## src/rtl/rv_stream_fifo.sv

```systemverilog
// First-word-fall-through ready/valid stream buffer with occupancy, almost-full
// and per-side handshake strobes for the systolic-MAC datapath.
module rv_stream_fifo #(
  parameter int DATA_W   = 64,
  parameter int DEPTH    = 4,
  parameter int AFULL_TH = DEPTH - 1
) (
  input  logic                       clk,
  input  logic                       reset,
  input  logic                       flush,
  input  logic                       s_valid,
  output logic                       s_ready,
  input  logic [DATA_W-1:0]          s_data,
  output logic                       m_valid,
  input  logic                       m_ready,
  output logic [DATA_W-1:0]          m_data,
  output logic                       en_data_Rx,
  output logic                       en_data_Tx,
  output logic [$clog2(DEPTH):0]     count,
  output logic                       almost_full
);

  localparam int AW = $clog2(DEPTH);
  localparam int PW = AW + 1;
  localparam logic [PW-1:0] PTR_ONE    = PW'(1);
  localparam logic [PW-1:0] PTR_ZERO   = PW'(0);
  localparam logic [PW-1:0] AFULL_TH_W = PW'(AFULL_TH);

  logic [DATA_W-1:0] mem_q [DEPTH];
  logic [PW-1:0]     wr_ptr_q, wr_ptr_d;
  logic [PW-1:0]     rd_ptr_q, rd_ptr_d;
  logic [PW-1:0]     count_q, count_d;
  logic              empty_s, full_s, push_s, pop_s;

  // Pointer MSB is the wrap bit: equal indices with differing wrap bits means full.
  assign empty_s = (wr_ptr_q == rd_ptr_q);
  assign full_s  = (wr_ptr_q[AW-1:0] == rd_ptr_q[AW-1:0]) && (wr_ptr_q[AW] != rd_ptr_q[AW]);

  assign s_ready     = !full_s && !reset && !flush;
  assign m_valid     = !empty_s && !reset && !flush;
  assign push_s      = s_valid && s_ready;
  assign pop_s       = m_valid && m_ready;
  assign en_data_Rx  = push_s;
  assign en_data_Tx  = pop_s;
  assign m_data      = m_valid ? mem_q[rd_ptr_q[AW-1:0]] : {DATA_W{1'b0}};
  assign count       = reset ? PTR_ZERO : count_q;
  assign almost_full = !reset && (count_q >= AFULL_TH_W);

  // Next-state for pointers and occupancy; flush empties the buffer.
  always_comb begin
    wr_ptr_d = wr_ptr_q;
    rd_ptr_d = rd_ptr_q;
    count_d  = count_q;
    if (flush) begin
      wr_ptr_d = PTR_ZERO;
      rd_ptr_d = PTR_ZERO;
      count_d  = PTR_ZERO;
    end else begin
      if (push_s) begin
        wr_ptr_d = wr_ptr_q + PTR_ONE;
      end else begin
        wr_ptr_d = wr_ptr_q;
      end
      if (pop_s) begin
        rd_ptr_d = rd_ptr_q + PTR_ONE;
      end else begin
        rd_ptr_d = rd_ptr_q;
      end
      case ({push_s, pop_s})
        2'b10:   count_d = count_q + PTR_ONE;
        2'b01:   count_d = count_q - PTR_ONE;
        default: count_d = count_q;
      endcase
    end
  end

  // State registers with synchronous reset taking priority over everything.
  always_ff @(posedge clk) begin
    if (reset) begin
      wr_ptr_q <= PTR_ZERO;
      rd_ptr_q <= PTR_ZERO;
      count_q  <= PTR_ZERO;
    end else begin
      wr_ptr_q <= wr_ptr_d;
      rd_ptr_q <= rd_ptr_d;
      count_q  <= count_d;
    end
  end

  // Storage array; flush leaves contents in place, only reset clears them.
  always_ff @(posedge clk) begin
    if (reset) begin
      for (int i = 0; i < DEPTH; i++) begin
        mem_q[i] <= {DATA_W{1'b0}};
      end
    end else if (push_s) begin
      mem_q[wr_ptr_q[AW-1:0]] <= s_data;
    end
  end

endmodule

```

## config.mk

```make
export PLATFORM = sky130hd
export DESIGN_NAME = rv_stream_fifo
export DESIGN_NICKNAME = d
export VERILOG_FILES = /design/src/rtl/rv_stream_fifo.sv
export SDC_FILE = /design/constraint.sdc
export NUM_CORES = 1
export LEC_CHECK = 0
export ABC_AREA = 1
export BUFFER_PORTS_ARGS = -buffer_cell sky130_fd_sc_hd__buf_2
export CORE_ASPECT_RATIO = 0.5
export CORE_MARGIN = 2
export CORE_UTILIZATION = 55
export DETAILED_ROUTE_END_ITERATION = 7
export GPL_ROUTABILITY_DRIVEN = 0
export HOLD_SLACK_MARGIN = 0.15
export PLACE_DENSITY_LB_ADDON = 0.12
export SYNTH_ARGS = -nofsm -noshare
export SYNTH_HDL_FRONTEND = slang
export SYNTH_SLANG_ARGS = --single-unit
```

## constraint.sdc

```tcl
create_clock -name clk -period 5.7 [get_ports clk]
set_input_delay 0.285 -clock clk [delete_from_list [all_inputs] [get_ports clk]]
set_output_delay 0.285 -clock clk [all_outputs]
set_load 0.02 [all_outputs]
```

## Yosys cells after proc, flatten, opt, wreduce, memory -nomap -nowiden

Memory sizes are Yosys's and may differ from the RTL's. A register that Yosys moved wholly into a read port is not among the register bits.
Index checks and enable logic that the tools add are counted.
W data, S select, Z words.

- Output and inout bits: 72
- Flip-flop bits (word level): 9
- Word-level logic and storage cells: 42
- Memories kept: 1
- RAM bits: 256

Memory list:

| name | depth | bits a word | rd ports | clocked after memory_dff | wr ports | RTL line | source |
|---|---|---|---|---|---|---|---|
| mem_q | 4 | 64 | 1 | 1 | 4 | 29 | `logic [DATA_W-1:0] mem_q [DEPTH];` |

- Add/sub/neg operators: 4
- Equal/unequal tests: 5
- Order comparisons: 1
- Reductions and logical operators: 15
- Mux-type cells: 13

Operators by type and width:

| cell | number |
|---|---|
| $mux W64 | 2 |
| $reduce_or A64 Y1 | 1 |
| $add A3 B1 Y3 const B | 3 |
| $logic_and A1 B1 Y1 | 8 |
| $mux W1 | 6 |
| $mux W2 | 3 |
| $pmux W3 S2 | 1 |
| $logic_not A1 Y1 | 4 |
| $eq A3 B3 Y1 | 1 |
| $ge A3 B2 Y1 const B | 1 |
| $mux W3 | 1 |
| $sub A3 B1 Y3 const B | 1 |
| $eq A2 B1 Y1 const B | 1 |
| $eq A2 B2 Y1 | 1 |
| $eq A2 B2 Y1 const B | 1 |
| $reduce_bool A2 Y1 | 1 |
| $reduce_or A2 Y1 | 1 |
| $ne A1 B1 Y1 | 1 |

## Longest topological paths before layout

Gate-level depths: netlist of the first run.

- Depth after elaboration: 11
- Gate-level depth with buffers: 13
- Mapped depth without buffers: 13

## Worst setup path after synthesis of the first run

OpenSTA, ideal clock, no wires.

- Kind: reg-to-reg
- Start: reg wr_ptr_q[0]
- End: mem mem_q[1][0], enable pin
- Cell stages (with the launch flop): 8
- Path buffers: 1
- Arrival: 3904 ps
- Required time: 5206 ps
- Clock period less this slack: 4397 ps
- Setup time: 494 ps
- Path slack: 1303 ps
- Cells stage by stage: dfxtp_1 -> inv_2 -> nand2_1 -> nand2_1 -> nand3_2 -> nand4_2 -> clkbuf_1 -> o21ai_1

RTL lines:

| element | RTL line | source |
|---|---|---|
| from (decl) | 30 | `logic [PW-1:0] wr_ptr_q, wr_ptr_d;` |
| from (signal assigned) | 84 | `wr_ptr_q <= wr_ptr_d;` |
| to (decl) | 29 |  |

==> out/metrics.csv, run 1 <==
metric;value;unit
cp.required;5.88;ns
holdBufCountCts;58;
grt-ovfl-total;0;
route.met2.wl;14.5;mm
drc_errors;0;
max_slew_margin;14.2;%
maxCapViolCount;0;
r2r_slack;2.03;ns
critPathMaxStageDelay;1.20;ns
num_rows;38;
htreeDepth;1;
layout_min_cycle_time;3.67;ns
clkLatencyLatePin;0.53;ns
synth_area;12500;um2
hold_viol;0;
worst_pin_slew;1.28;ns
pin_count;141;
dr.pass1.iters;5;
status;complete, no violations;
cp_top_family;compound AO/OA/AOI/OAI gates;
cts_setup_buffers;0;
grt_pass1_vias;9408;
cts_tree;done;
cp_num_buf_inv;2;
clock_tree.buffer_depth;3;
synth_cells;1218;
wl_met3;2.02;mm
clk_pin_slew;0.07;ns
worstSetupPathType;register to register;
grt_max_degree;95;
highest_layer;met4;
met1_length;13.8;mm
core;22000;um2
cts_num_sinks;267;
fin_crit_sh;64.4;%
hp-class;input port to register;
routedWlPerCell;18.3;um
setup_viol;0;
crit_fanout;33;
dp.final_hpwl;17.1;mm
finalSetupTns;0;ns
initial_core_util;56.8;%
die_y;111;um
antenna_found_initial;0;
cts_made_buffers;24;
root_buffer;clkbuf_16;
synth_nets;1291;
cts-resized-gates;0;
power.density;278;nW/um2
place_ws;2.03;ns
antennaDiodeCount;0;
cp-start-kind;register;
drive_gt1_share;21.1;%
cpMaxStageDelayCell;o21ai_4;
area_growth_syn_to_layout;17.7;%
ys_types;22;
fin_hold_ws;0.151;ns
viasPerCell;5.67;
grt_usage;25.6;%
fillers;1749;
dieArea;24000;um2
seq_area_frac_synth;63.2;%
crit_top_cell;nand2_1;
vias;9532;
nets;1437;
worstPathCellList;inv_2 -> nand2_1 -> nand2_1 -> nand3_2 -> nand4_4 -> o21ai_4 -> buf_4;
avgSynthCellArea;10.3;um2
rsz0062_at_grt;false;
finalWorstSetupSlack;2.03;ns
ant_nets;0;
arrival;3.86;ns
critPathCaptureType;register;
grt_pass1_wl;48.9;mm
timing.fmax;0.272;GHz
peakVddDrop;0.219;mV
drt-total-wl;30.8;mm
ys_seq_elements;267;
power_leakage;5.74;nW
io_buffers;140;
ys.warnings.count;0;
report.final.slew_viol_count;0;
die_w;217;um
drtIter0Drc;806;
fin_skew;0.0132;ns
## kinds of logic (layout without fill, tap and decap cells)
logic type	Yosys count	in the layout	share of synthesized area [%]
AO/OA/AOI/OAI	207	207	8.28
flip-flops	267	267	63.2
buffers and inverters	182	346	5.80
XOR/XNOR	2	2	0.140
adder cells (fa/ha/maj)	4	4	0.460
AND/OR/NAND/NOR	556	556	22.1
## metal layers
metal / track usage, % / up-vias
met3: 3.72 / 40
met2: 41.7 / 347
met5: 0 / -
met1: 36.2 / 4666
met4: 6.48 / 0
li1: - / 4479
## cells in the mapped netlist
cell type / n / share of area [%]
nor2_1: 327 / 9.8
edfxtp_1: 256 / 61
o21ai_0: 114 / 4.6
nor3_1: 112 / 4.5
nor3_2: 80 / 6.4
inv_1: 77 / 2.3
a21oi_1: 72 / 2.9
clkbuf_1: 59 / 1.8
nand2_1: 26 / 0.78
o21ai_1: 21 / 0.84
buf_2: 19 / 0.76
buf_1: 15 / 0.45
dfxtp_1: 11 / 1.8
inv_2: 7 / 0.21
buf_4: 5 / 0.30
nand3_1: 5 / 0.20
ha_1: 3 / 0.30
nand4_1: 3 / 0.15
nand4_2: 2 / 0.20
xor2_1: 2 / 0.14
fa_1: 1 / 0.16
nand3_2: 1 / 0.080
## report_power, final
| part | switching (mW) | total, mW | internal, mW |
|---|---|---|---|
| clock network | 0.712 | 1.56 | 0.849 |
| registers | 0.0217 | 2.26 | 2.24 |
| logic | 0.188 | 0.275 | 0.0866 |
## through the flow
| step | total power [mW] | utilization [%] | instance area (um2) | std cells |
|---|---|---|---|---|
| after global placement | 2.54 | 60.9 | 13400 | 1580 |
| final | 4.10 | 66.9 | 14700 | 1682 |
| after floorplan | 2.46 | - | 12500 | 1218 |
| after detailed placement | 2.55 | 60.9 | 13400 | 1580 |
| after global routing | 4.22 | 66.9 | 14700 | 1682 |
| after CTS | 4.11 | 66.9 | 14700 | 1682 |
## final cells by class
class | instances | area [um2] | share of cell area [%]
flip-flops and latches | 267 | 7920 | 53.8
multi-input cells | 769 | 3950 | 26.8
repair buffers | 218 | 1430 | 9.72
clock buffers | 32 | 652 | 4.43
well taps | 300 | 375 | 2.55
inverters | 84 | 318 | 2.16
clock inverters | 12 | 78.8 | 0.535
## state kept, by name, indices dropped and copies added, names as in the netlist, named ones only
signal / cells
count_q: 3
mem_q: 256
rd_ptr_q: 3
wr_ptr_q: 3
## cells in the final DEF (no fill, tap or decap), types with 2 or more instances in the layout
master	count
nor3_1	112
clkbuf_16	25
clkbuf_1	7
dfxtp_1	8
nand2_1	25
dfxtp_4	2
edfxtp_1	256
o21ai_1	18
nand3_1	4
o21ai_0	114
clkinv_1	5
nor2_1	326
nor3_2	80
buf_2	140
o21ai_4	3
nand4_4	2
ha_1	3
inv_1	77
inv_2	5
dlygate4sd3_1	58
nand4_1	3
xor2_1	2
a21oi_1	72
buf_4	20
clkinv_2	8
## tightest hold or removal path: cells and delay by family
kind,cells,cell delay (ns)
buffers and inverters,2,0.14
AND/OR/NAND/NOR,1,0.12
## path summary, 6_finish.rpt
path,startpoint,depth (start not counted),endpoint
setup / recovery,wr_ptr_q[1],7,mem_q[1][45]
hold / removal,s_data[7],3,mem_q[3][7]
setup reg to reg,wr_ptr_q[1],7,mem_q[1][45]
hold reg to reg,count_q[0],1,count_q[0]
No activity file was read; power rests on OpenSTA's default activity.
==> run 2, diff against run 1 <==
Settings changed: ABC_AREA 1 to 0, CORE_UTILIZATION 55 to 53.
Clock period 5.7 ns to 3.08 ns, I/O delays scaled along.
==> run 2 against run 1 <==
Compared with the run above:
- synthesized area decreased by 0.58%
- flip-flop and latch count unchanged
- setup slack got worse by 1.7 ns
- largest power group unchanged
- highest routed layer unchanged
- design area up 0.22%
==> out/metrics.csv, run 2 <==
metric;value;unit;change
peakVddDrop;0.345;mV;+57%
switching_power;1.69;mW;+83%
r2r_end;count_q[2];;
rsz0062_at_grt;false;;
seq_area_frac_synth;63.6;%;+0.37 points
setup_viol;0;;unchanged
reg2reg_depth;9;;+2
r2r_slack;0.44;ns;-1.59 ns
largest_reg_flops;256;;unchanged
hp-class;input port to register;;
drc_errors;0;;unchanged
status;complete, no violations;;
cts_num_sinks;267;;unchanged
cts_made_buffers;24;;unchanged
holdPathStages;4;;+1
timing.fmax;0.358;GHz;
critPathMaxStageDelay;0.62;ns;-0.58 ns
power.density;521;nW/um2;+87%
async_flop_share;0;%;unchanged
max_slew_margin;37.6;%;+23 points
crit_fanout;65;;+97%
pin_count;141;;unchanged
synth_top_family_by_area;simple AND/OR/NAND/NOR gates;;
fin_cells;1312;;-22%
hold_viol;0;;unchanged
ys_seq_elements;267;;unchanged
vias;7671;;-20%
antennaDiodeCount;0;;unchanged
clock_tree.buffer_depth;3;;unchanged
yosys.area.top_type_share;61.8;%;+0.36 points
synth_area;12400;um2;-0.58%
critPathCaptureType;output port;;
arrival;2.64;ns;-1.22 ns
grt_max_degree;258;;+170%
drtIter0Drc;661;;-18%
finalSetupTns;0;ns;unchanged
synth_edf_count;256;;unchanged
die_y;112;um;+1.5%
initial_core_util;54.2;%;-2.6 points
yosysTopAreaCell;edfxtp_1;;
grt_pass1_wl;43.9;mm;-10%
finalPower;7.69;mW;+88%
root_buffer;clkbuf_16;;
drive_gt1_share;27.5;%;+6.4 points
ys.warnings.count;0;;unchanged
grt-ovfl-total;0;;unchanged
grt_pass1_vias;8008;;-15%
swShare;21.9;%;-0.58 points
layout_min_cycle_time;2.79;ns;
cp.required;2.93;ns;-2.95 ns
synth_fa_ha_area_share;0.463;%;+0.0027 points
grt_usage;23.2;%;-2.4 points
ys_types;40;;+82%
die_w;221;um;+1.5%
fin_hold_ws;0.186;ns;+0.0345 ns
num_rows;39;;+2.6%
viasPerCell;5.85;;+3.2%
dp.cells;1201;;-24%
drt-total-wl;28.2;mm;-8.5%
pwr-share-comb;8.4;%;+1.7 points
fin_skew;0.00618;ns;-0.00702 ns
synthTopCellsByCount;edfxtp_1 (256), and3_1 (252), and2_1 (66), mux4_2 (64), clkbuf_1 (44);;
synth_most_common_cell;edfxtp_1;;
final_cell_mix;edfxtp_1 (256), and3_1 (252), buf_2 (140);;
rr_startpoint;rd_ptr_q[0];;
io_buffers;140;;unchanged
cp_num_buf_inv;2;;unchanged
synth_cells;818;;-33%
clkLatencyLatePin;0.51;ns;-0.02 ns
dieArea;24800;um2;+3.1%
holdPathEnd;wr_ptr_q[0];;
top_register;mem_q;;
cts-resized-gates;0;;unchanged
synth_area_leaders;edfxtp_1 (62%), and3_1 (13%), mux4_2 (12%);;
p_int;6.01;mW;+89%
routedWlPerCell;21.5;um;+17%
synth_flop_cell;edfxtp_1;;
dr.pass1.iters;5;;unchanged
synth_compound_area_share;1.73;%;-6.6 points
cpMaxStageDelayCell;dfxtp_1;;
synth-simple-area-share;17.8;%;-4.3 points
nets;1060;;-26%
clk_pin_slew;0.06;ns;about the same
min_from;reset;;
synth_xor_area_share;0.805;%;+0.66 points
cts_tree;done;;
cp_top_family;buffers and inverters;;
htreeDepth;1;;unchanged
synth_nets;891;;-31%
synthMuxAreaShare;11.6;%;+12 points
report.final.slew_viol_count;0;;unchanged
ant_nets;0;;unchanged
antenna_found_initial;0;;unchanged
power_frac_seq;54.8;%;-0.4 points
worstPathCellList;xnor2_2 -> a31oi_4 -> buf_4 -> and2_1 -> buf_2;;
maxCapViolCount;0;;unchanged
area_growth_syn_to_layout;18.6;%;
dp.final_hpwl;15.1;mm;-12%
cp-start-kind;register;;
core;22900;um2;+4.2%
clockPowerShare;36.8;%;-1.3 points
worstSetupPathType;register to output port;;
final_common_cell;edfxtp_1;;
worst_pin_slew;0.937;ns;-0.345 ns
power_leakage;6.46;nW;+13%
final_util;64.3;%;-2.5 points
fin_crit_sh;90.7;%;
avgSynthCellArea;15.2;um2;+48%
## run 2: changes by cell type in the layout (fill, tap and decap cells not counted), moves of 7 or more
cell	delta
nor2_1	-319
and3_1	+252
nor3_1	-112
o21ai_0	-109
nor3_2	-80
inv_1	-70
a21oi_1	-68
and2_1	+66
mux4_2	+64
nand2_1	-20
o21ai_1	-18
dlygate4sd3_1	+9
buf_12	+7
buf_4	-7
## run 2: layout make-up
| class | instances | area [um2] |
|---|---|---|
| fill | 1787 | 8180 |
| sequential | 267 | 7920 |
| multi-input combinational | 460 | 4090 |
| timing repair buffer | 227 | 1610 |
| clock buffer | 31 | 648 |
| tap | 307 | 384 |
| clock inverter | 13 | 80.1 |
| inverter | 7 | 26.3 |
## run 2: kinds of logic after synthesis
| group | after synthesis |
|---|---|
| adders and majority gates | 4 |
| DFF | 267 |
| and+or+nand+nor | 355 |
| buffers and inverters | 91 |
| muxes | 64 |
| AOI/OAI and AO/OA | 29 |
| xor gates and xnor gates | 8 |
## run 2: stage by stage
stage | cell area (um2) | setup slack, ns
2_1_floorplan | 12400 | 0.132
3_3_place_gp | 13400 | 0.584
3_5_place_dp | 13400 | 0.486
4_1_cts | 14800 | 0.277
5_1_grt | 14800 | 0.112
6_report | 14800 | 0.287
## run 2: routing by layer
metal  up-vias  part of all wire, %  GRT usage, %
met1      3883                   43          33.5
met2       245                   50          38.3
met3        28                  6.3          3.66
li1       3515                    -             -
met4         0                  1.0          3.69
met5         -                    0             0
## run 2: worst max-delay path by stage
| stage | from | endpoint | slack [ns] | depth (start not counted) |
|---|---|---|---|---|
| after CTS | rd_ptr_q[0] | m_data[20] | 0.28 | 5 |
| after global routing | rd_ptr_q[0] | m_data[26] | 0.11 | 5 |
| after detailed placement | rd_ptr_q[0] | count_q[2] | 0.49 | 9 |
| after floorplan | rd_ptr_q[2] | mem_q[1][0] | 0.13 | 4 |
| final | rd_ptr_q[0] | m_data[20] | 0.29 | 5 |
| after global placement | reset | count_q[2] | 0.58 | 10 |
## run 2: timing repair
item                                   in CTS  in global routing
endpoints found under the hold margin     264                  0
setup buffers                               0                  0
hold buffers                               67                  0
## run 2: power groups by stage
stage	sequential, mW	combinational, mW	clock [mW]
after floorplan	4.27	0.380	0
after global placement	4.28	0.578	0
after detailed placement	4.30	0.583	0
after CTS	4.22	0.654	2.88
after global routing	4.23	0.700	3.02
final	4.22	0.649	2.83
## run 2: worst reg2reg max path: cells and delay by family, from the launching register on
family / cells / cell delay, ns
AO/OA/AOI/OAI: 2 / 0.39
buffers and inverters: 1 / 0.06
adder cells (fa/ha/maj): 2 / 0.56
AND/OR/NAND/NOR: 2 / 0.48
XOR/XNOR: 2 / 0.45
flip-flops: 1 / 0.62
==> run 3, diff against run 2 <==
Settings changed: REMOVE_ABC_BUFFERS set to 1.
==> run 3 against run 2 <==
Compared with the run above:
- hold slack worse by 0.024 ns
- count of clock-buffer cells in the layout is the same
- power increased by 0.59%
- largest power group unchanged
- highest routed layer unchanged
==> out/metrics.csv, run 3 (synthesis gave the netlist of run 2 again) <==
metric;value;unit;change
antenna_found_initial;2;;+2
power_leakage;6.46;nW;about the same
die_w;221;um;unchanged
setup_viol;0;;unchanged
cp.required;2.93;ns;about the same
cp_num_buf_inv;4;;+2
worstPathCellList;dlygate4sd3_1 -> buf_2 -> or2_0 -> nor2_4 -> buf_12 -> and2_1 -> buf_2;;
nets;1060;;unchanged
cts_num_sinks;267;;unchanged
cpMaxStageDelayCell;dlygate4sd3_1;;
io_buffers;140;;unchanged
grt_max_degree;258;;unchanged
arrival;2.72;ns;+0.08 ns
dp.final_hpwl;15.5;mm;+2.9%
grt_usage;23.6;%;+0.46 points
worstSetupPathType;input port to output port;;
cp-start-kind;input port;;
max_slew_margin;38.8;%;+1.2 points
core;22900;um2;unchanged
final_util;64.4;%;about the same
peakVddDrop;0.382;mV;+11%
htreeDepth;1;;unchanged
finalPower;7.74;mW;+0.59%
drive_gt1_share;27.5;%;about the same
die_y;112;um;unchanged
cts_made_buffers;24;;unchanged
finalSetupTns;0;ns;unchanged
top_register;mem_q;;
layout_min_cycle_time;2.87;ns;+0.0805 ns
power.density;524;nW/um2;+0.51%
viasPerCell;5.95;;+1.8%
fin_skew;0.0130;ns;+0.00677 ns
grt_pass1_vias;7983;;-0.31%
status;complete, no violations;;
crit_top_cell;buf_2;;
drt-total-wl;28.7;mm;+1.8%
cp_top_family;buffers and inverters;;
critPathCaptureType;output port;;
clkLatencyLatePin;0.53;ns;+0.02 ns
critPathMaxStageDelay;0.53;ns;-0.09 ns
fin_hold_ws;0.161;ns;-0.0244 ns
grt-ovfl-total;0;;unchanged
clk_pin_slew;0.07;ns;about the same
power_frac_seq;54.4;%;-0.4 points
crit_fanout;257;;+300%
placement.cell_area;13400;um2;about the same
cts_tree;done;;
num_rows;39;;unchanged
dieArea;24800;um2;unchanged
largest_reg_flops;256;;unchanged
pwr-share-comb;8.5;%;about the same
clock_tree.buffer_depth;3;;unchanged
cts-resized-gates;0;;unchanged
final_cell_mix;edfxtp_1 (256), and3_1 (252), buf_2 (140);;
drc_errors;0;;unchanged
p_int;6.01;mW;about the same
final_common_cell;edfxtp_1;;
report.final.slew_viol_count;0;;unchanged
dr.pass1.iters;5;;unchanged
maxCapViolCount;0;;unchanged
pin_count;141;;unchanged
swShare;22.4;%;+0.42 points
stdcell_area;14800;um2;about the same
timing.fmax;0.348;GHz;-2.8%
worst_pin_slew;0.918;ns;-0.0184 ns
rsz0062_at_grt;false;;
ant_nets;0;;unchanged
drtIter0Drc;711;;+7.6%
fin_crit_sh;93.3;%;+2.6 points
routedWlPerCell;21.9;um;+2.0%
root_buffer;clkbuf_16;;
initial_core_util;54.2;%;unchanged
hp-class;input port to register;;
hold_viol;0;;unchanged
grt_pass1_wl;44.7;mm;+1.7%
clockPowerShare;37.1;%;+0.3 points
vias;7795;;+1.6%
area_growth_syn_to_layout;18.7;%;about the same
switching_power;1.73;mW;+2.5%
run 3: path summary, 6_finish.rpt:
kind	start	end	cells after the start	slack [ns]
worst max-delay path	flush	en_data_Rx	7	0.21
worst min-delay path	reset	wr_ptr_q[0]	4	0.16
worst max register to register	wr_ptr_q[1]	count_q[2]	9	0.47
worst min register to register	count_q[2]	count_q[2]	2	0.49
run 3: per-stage QoR:
step,setup WS [ns],cells
floorplan,-2.16,734
global placement,0.564,1201
detailed placement,0.482,1201
CTS,0.254,1308
global route,0.0934,1309
finish,0.207,1310
run 3: cell type report:
type / count / area, um2
clock inverters: 9 / 75.1
fillers: 1692 / 8170
well taps: 307 / 384
flip-flops and latches: 267 / 7920
multi-input cells: 460 / 4090
clock buffers: 31 / 648
inverters: 7 / 26.3
repair buffers: 227 / 1620
diodes: 2 / 5.00
run 3: routing by layer:
metal  vias up  share of wire [%]  track usage [%]
met4         0                1.5             4.44
met5         -                  0                0
met2       240                 48             37.5
met3        39                5.8             3.96
li1       3520                  -                -
met1      3996                 45             35.1
run 3: power groups by stage:
stage,clock network (mW),logic [mW],registers (mW)
after floorplan,0,0.313,4.29
after global placement,0,0.588,4.28
after detailed placement,0,0.592,4.30
after CTS,2.91,0.661,4.22
after global routing,3.01,0.710,4.23
final,2.87,0.658,4.21
run 3: repair_timing:
action                                 4_1_cts  5_1_grt
hold buffers                                67        0
endpoints found under the hold margin      264        0
buffers inserted                             0        0
run 3: worst register-to-register path, stage by stage, from the launching register on:
cell and delay (ns):
dfxtp_1 0.67, xnor2_2 0.26, a31oi_4 0.19, and2_1 0.18, ha_1 0.19, inv_1 0.06, fa_1 0.37, xor2_1 0.16
or3_1 0.31, a21oi_1 0.13
